## src/rtl/riscv_pkg.sv

```systemverilog
// Shared RV32 constants and the fetch payload type for the instruction front end.
package riscv_pkg;

  localparam int unsigned XLEN = 32;

  localparam logic [XLEN-1:0] NOP_INSTR = 32'h0000_0013;

  localparam logic [6:0] OPC_LUI    = 7'b0110111;
  localparam logic [6:0] OPC_AUIPC  = 7'b0010111;
  localparam logic [6:0] OPC_JAL    = 7'b1101111;
  localparam logic [6:0] OPC_JALR   = 7'b1100111;
  localparam logic [6:0] OPC_BRANCH = 7'b1100011;
  localparam logic [6:0] OPC_LOAD   = 7'b0000011;
  localparam logic [6:0] OPC_STORE  = 7'b0100011;
  localparam logic [6:0] OPC_OP_IMM = 7'b0010011;
  localparam logic [6:0] OPC_OP     = 7'b0110011;
  localparam logic [6:0] OPC_SYSTEM = 7'b1110011;

  typedef struct packed {
    logic [XLEN-1:0] instr;
    logic [XLEN-1:0] pc;
  } fetch_entry_t;

endpackage

```

## src/rtl/fetch_fifo.sv

```systemverilog
// Synchronous prefetch FIFO of fetch_entry_t; flush has priority over push and pop.
module fetch_fifo
  import riscv_pkg::*;
#(
  parameter int unsigned DEPTH = 4,
  localparam int unsigned PW = (DEPTH > 1) ? $clog2(DEPTH) : 1,
  localparam int unsigned CW = $clog2(DEPTH + 1)
) (
  input  logic           clk,
  input  logic           rst,
  input  logic           flush,
  input  logic           push,
  input  fetch_entry_t   push_data,
  input  logic           pop,
  output fetch_entry_t   head,
  output logic [CW-1:0]  count
);

  fetch_entry_t mem [DEPTH];
  logic [PW-1:0] wr_ptr;
  logic [PW-1:0] rd_ptr;
  logic          do_push;
  logic          do_pop;

  assign do_push = push && !flush;
  assign do_pop  = pop && !flush && (count != '0);

  function automatic logic [PW-1:0] next_ptr(input logic [PW-1:0] p);
    return (p == PW'(DEPTH - 1)) ? '0 : p + PW'(1);
  endfunction

  always_ff @(posedge clk or posedge rst) begin
    if (rst) begin
      wr_ptr <= '0;
      rd_ptr <= '0;
      count  <= '0;
    end else if (flush) begin
      wr_ptr <= '0;
      rd_ptr <= '0;
      count  <= '0;
    end else begin
      if (do_push) wr_ptr <= next_ptr(wr_ptr);
      if (do_pop)  rd_ptr <= next_ptr(rd_ptr);
      case ({do_push, do_pop})
        2'b10:   count <= count + CW'(1);
        2'b01:   count <= count - CW'(1);
        default: count <= count;
      endcase
    end
  end

  // Storage needs no reset; count gates every read of it.
  always_ff @(posedge clk) begin
    if (do_push) mem[wr_ptr] <= push_data;
  end

  assign head = mem[rd_ptr];

  overflow_chk: assert property (@(posedge clk) disable iff (rst)
    !(do_push && !do_pop && (count == CW'(DEPTH))));

endmodule

```

## src/rtl/instr_fetch_unit.sv

```systemverilog
// Instruction fetch: PC, ROM request tracking, epoch-based stale-drop and prefetch FIFO.
// Optional FETCH_PERF_EN adds perf_fetched / perf_dropped counters.
module instr_fetch_unit
  import riscv_pkg::*;
#(
  parameter int unsigned     FIFO_DEPTH = 4,
  parameter logic [XLEN-1:0] RESET_PC   = 32'h0000_0000
) (
  input  logic            clk,
  input  logic            rst,
  output logic [XLEN-1:0] rom_adress,
  input  logic [XLEN-1:0] data_in_rom,
  input  logic            fetch_enable,
  input  logic            redirect_valid,
  input  logic [XLEN-1:0] redirect_pc,
  output logic            instr_valid,
  input  logic            instr_ready,
  output logic [XLEN-1:0] instr,
  output logic [XLEN-1:0] instr_pc
`ifdef FETCH_PERF_EN
  ,
  output logic [31:0]     perf_fetched,
  output logic [31:0]     perf_dropped
`endif
);

  localparam int unsigned CW = $clog2(FIFO_DEPTH + 1);

  logic [XLEN-1:0] fetch_pc;
  logic [XLEN-1:0] inflight_pc;
  logic            inflight;
  logic            inflight_epoch;
  logic            epoch;
  logic            issue;
  logic            capture;
  logic            pop;
  logic [CW-1:0]   count;
  fetch_entry_t    head;
  fetch_entry_t    push_data;

  // Conservative slot check: an in-flight word always has a slot reserved.
  assign issue   = fetch_enable && !redirect_valid &&
                   ((32'(count) + 32'(inflight)) <= (FIFO_DEPTH - 1));
  assign capture = inflight && (inflight_epoch == epoch) && !redirect_valid;
  assign pop     = instr_valid && instr_ready;

  assign push_data.instr = data_in_rom;
  assign push_data.pc    = inflight_pc;

  always_ff @(posedge clk or posedge rst) begin
    if (rst) begin
      fetch_pc       <= RESET_PC;
      inflight       <= 1'b0;
      inflight_pc    <= '0;
      inflight_epoch <= 1'b0;
      epoch          <= 1'b0;
    end else if (redirect_valid) begin
      fetch_pc <= redirect_pc & 32'hFFFF_FFFC;
      inflight <= 1'b0;
      epoch    <= ~epoch;
    end else begin
      inflight <= issue;
      if (issue) begin
        inflight_pc    <= fetch_pc;
        inflight_epoch <= epoch;
        fetch_pc       <= fetch_pc + 32'd4;
      end
    end
  end

  fetch_fifo #(.DEPTH(FIFO_DEPTH)) u_fifo (
    .clk       (clk),
    .rst       (rst),
    .flush     (redirect_valid),
    .push      (capture),
    .push_data (push_data),
    .pop       (pop),
    .head      (head),
    .count     (count)
  );

  assign rom_adress  = {2'b00, fetch_pc[31:2]};
  assign instr_valid = (count != '0);
  assign instr       = instr_valid ? head.instr : NOP_INSTR;
  assign instr_pc    = instr_valid ? head.pc : '0;

`ifdef FETCH_PERF_EN
  // Dropped = stale responses plus every entry discarded by a redirect flush.
  always_ff @(posedge clk or posedge rst) begin
    if (rst) begin
      perf_fetched <= '0;
      perf_dropped <= '0;
    end else begin
      perf_fetched <= perf_fetched + 32'(issue);
      perf_dropped <= perf_dropped + 32'(inflight && !capture)
                    + (redirect_valid ? 32'(count) : 32'd0);
    end
  end
`endif

endmodule

```

## config.mk

```make
export PLATFORM = sky130hd
export DESIGN_NAME = instr_fetch_unit
export DESIGN_NICKNAME = d
export VERILOG_FILES = /design/src/rtl/riscv_pkg.sv /design/src/rtl/fetch_fifo.sv /design/src/rtl/instr_fetch_unit.sv
export SDC_FILE = /design/constraint.sdc
export NUM_CORES = 1
export LEC_CHECK = 0
export CAP_MARGIN = 30
export CORE_UTILIZATION = 30
export CTS_BUF_LIST = sky130_fd_sc_hd__clkbuf_8
export DETAILED_ROUTE_END_ITERATION = 10
export GPL_TIMING_DRIVEN = 1
export SLEW_MARGIN = 20
export SYNTH_ARGS = -nofsm -noshare
export SYNTH_HDL_FRONTEND = slang
export SYNTH_SLANG_ARGS = --single-unit
```

## constraint.sdc

```tcl
create_clock -name clk -period 5.43 [get_ports clk]
set_input_delay 0.8145 -clock clk [delete_from_list [all_inputs] [get_ports clk]]
set_output_delay 0.8145 -clock clk [all_outputs]
set_load 0.02 [all_outputs]
```

==> results.md <==
* Run status: complete, no violations
* Global-route wire length before repair at 47000 um
* Biggest area consumer among synthesized cells: sky130_fd_sc_hd__edfxtp_1
* Data required time of the worst path at 4620 ps
* Slowest stage cell, crit path: sky130_fd_sc_hd__dfrtp_4
* Starting utilization of the core area at 0.305
* Ports placed on the boundary at 166
* DR iter-0 viols at 495
* Synth warn at 0
* CP max FO at 37
* Top delay family on crit path: buffers and inverters
* Simple-gate portion of the synthesized area at 0.103
* Class of the most critical hold timing path: in2async
* Site Rows at 75
* Number of detailed-route iterations in the first pass at 5
* Top area cells in the synthesized netlist: sky130_fd_sc_hd__edfxtp_1 58%, sky130_fd_sc_hd__dfrtp_1 14%, sky130_fd_sc_hd__mux4_2 11%, sky130_fd_sc_hd__nand2_1 3.7%, sky130_fd_sc_hd__and2_1 3.1%
* Clk_lat worst skew at 650 ps
* Global routing usage summed across all routing layers at 0.142
* Nature of the critical path endpoint: output port
* Post-detailed-routing wire length at 30400 um
* Total number of vias at 7444
* Area Overhead vs Synth at 27.5%
* Met1 Use GR at 0.193
* Synthesized-area fraction occupied by adder cells at 0.00742
* Final net count at 1053
* Met3 demand-to-capacity share in global routing at 0.0418
* Synth cell types at 45
* Setup slack at placement at 1810 ps
* Fraction of layout cells with a size suffix above 1 at 0.168
* Dpl hpwl at 18200 um
* Peak ir drop on the vdd network at 244 uV
* Via count of the first global-routing pass at 7840
* Worst slew pin tran at 835 ps
* TritonCTS clock tree: done
* Worst Slack Setup Final at 1260 ps
* Cell Pwr Density at 469 mW/mm^2
* Initial antenna violation count at 2
* Worst hold-check slack at 340 ps
* Met2 demand-to-capacity share in global routing at 0.217
* Antenna violation net count after detailed routing at 0
* Average vias per placed instance at 4.76
* Fin. max-slew vios at 0
* Overall die height at 209 um
* Setup Buffers After CTS at 0
* PortBufs at 159
* Utilization after layout at 0.389
* Cells after synthesis at 788
* Max-capacitance violation count at 0
* Minimum clock period after layout at 4170 ps
* Clk pin slew, worst setup/hold paths at 60 ps
* Dpl cell area at 0.0151 mm^2
* Number of buffer and inverter instances along the worst setup path at 2
* FFs w/ async S/R, synth at 0.220
* Routed wire length per instance at 19.4 um
* Placer congestion estimate at 0.795
* Largest stage delay, worst path at 970 ps
* Xor/xnor cell area share of the yosys netlist at 0.00547
* Slew headroom at 0.443
* Commonest cells after routing, fill and taps aside: 248 x sky130_fd_sc_hd__edfxtp_1, 159 x sky130_fd_sc_hd__clkdlybuf4s50_1, 125 x sky130_fd_sc_hd__nand2_1, 68 x sky130_fd_sc_hd__dfrtp_1, 63 x sky130_fd_sc_hd__clkbuf_8
* Final instance area at 0.0163 mm^2
* Max frequency at 240 MHz
* Number of synthesized flops with an enable pin at 248
* Sequential-to-total area share from yosys stat at 0.718
* Core Area at 0.0420 mm^2
* Final Hold Viols at 0
* Buffers from clock root to sink, at most at 3
* Most used DFF post-synth: sky130_fd_sc_hd__edfxtp_1
* Synth Area in Compound Gates at 0.0374
* Number of clock sinks seen by CTS at 318
* Post-synthesis mux area share at 0.110
* Register bit total from synthesis at 318
* Nature of the critical path startpoint: flop
* H-Tree Level Count at 2
* RSZ-0062 raised after global routing: no
* Period Utilization, post-route at 0.768
* Clock tree root driver cell: sky130_fd_sc_hd__clkbuf_8
* Final cell count without fillers at 1564
* Sequence of cells on the critical path: buf_4 > mux4_2 > and2_1 > clkdlybuf4s50_1
* P_leak at 5.70 nW
* Grt total ovfl at 0
* Area share of the leading cell type in the synthesized netlist at 0.581
* Die area at 0.0435 mm^2
* DRC violations left at 0
* Die width at 209 um
* Post-layout total power at 7.67 mW
* Number of gates given a new drive strength after cts at 0
* Total negative slack for setup checks at 0 ps
* Inst Count DP at 1457
* Signal arrival time at the worst endpoint at 3360 ps
* Largest net degree at the start of global routing at 70
* Combinational family with the most area after synthesis: multiplexers
* Clk_skew at 37.6 ps
* Most common cell after layout, fill and taps aside: sky130_fd_sc_hd__edfxtp_1
* Number of endpoints failing setup at the final stage at 0
* Category of the critical setup timing path: reg2out
* GRT Max-Usage Layer: met2
* Avg Synthesized Cell Area at 16.3 um^2
* Mapped Area at 0.0128 mm^2
* Total clock buffers created by CTS at 56
* Hold-fix buffers, CTS at 0
## metal layers
| metal | share of wire | wire (um) |
|---|---|---|
| met2 | 0.46 | 13900 |
| met4 | 0.019 | 580 |
| met5 | 0 | 0 |
| met3 | 0.072 | 2190 |
| met1 | 0.45 | 13700 |
## synth_stat cells, types with 9 or more instances
cell	instances
sky130_fd_sc_hd__nor2_1	24
sky130_fd_sc_hd__edfxtp_1	248
sky130_fd_sc_hd__nand4_1	13
sky130_fd_sc_hd__o311ai_0	9
sky130_fd_sc_hd__o21ai_0	17
sky130_fd_sc_hd__nand2_1	125
sky130_fd_sc_hd__dfrtp_1	70
sky130_fd_sc_hd__o211ai_1	9
sky130_fd_sc_hd__nand3_1	17
sky130_fd_sc_hd__buf_2	13
sky130_fd_sc_hd__clkbuf_1	27
sky130_fd_sc_hd__inv_1	9
sky130_fd_sc_hd__and2_1	64
sky130_fd_sc_hd__mux4_2	62
## report_power, final
part	internal (mW)	switching (mW)	leakage [nW]
Clock	1.31	1.01	0.670
Sequential	2.97	0.308	3.12
Combinational	1.01	1.07	1.92
Total	5.28	2.38	5.70
## sequential cells by signal (all words and copies together) (netlist names)
register,flops
epoch,1
u_fifo.rd_ptr,2
inflight_epoch,1
inflight_pc,30
u_fifo.count,3
u_fifo.wr_ptr,2
fetch_pc,30
u_fifo.mem,248
inflight,1
## final timing paths
path | start | depth (start not counted) | slack, ps | to
max | u_fifo.rd_ptr[0]$_DFFE_PP0P_ | 4 | 1260 | instr[12]
max reg2reg | epoch$_DFFE_PP0P_ | 6 | 3020 | u_fifo.mem[0][52]$_DFFE_PP_
min in group clk | inflight_epoch$_DFFE_PP0P_ | 2 | 500 | inflight_epoch$_DFFE_PP0P_
min | rst | 2 | 340 | inflight_pc[9]$_DFFE_PP0P_
min reg2reg | inflight_epoch$_DFFE_PP0P_ | 2 | 500 | inflight_epoch$_DFFE_PP0P_
max in group asynchronous | rst | 4 | 4320 | fetch_pc[24]$_DFFE_PP0N_
## worst register-to-register path: cells and delay by family (launching register included)
kind,cells,cell delay (ps)
and+or+nand+nor,3,900
buffers and inverters,2,470
DFF,1,410
xor gates and xnor gates,1,290
## cells by family after synthesis
logic type      Yosys count
xor+xnor                  8
compound gates           68
other cells               1
mux                      63
flops                   318
simple gates            268
fa+ha+maj                 7
buf+inv                  55
## cell type report
cell class                 instances  area (um^2)
clock inverter                    41          323
antenna                            2         5.00
fill                            3935        25700
sequential                       318         9210
multi-input combinational        418         3400
tap                              539          674
timing repair buffer             173         1820
inverter                          10         38.8
clock buffer                      63          867
(Power assumes the default switching activity.)
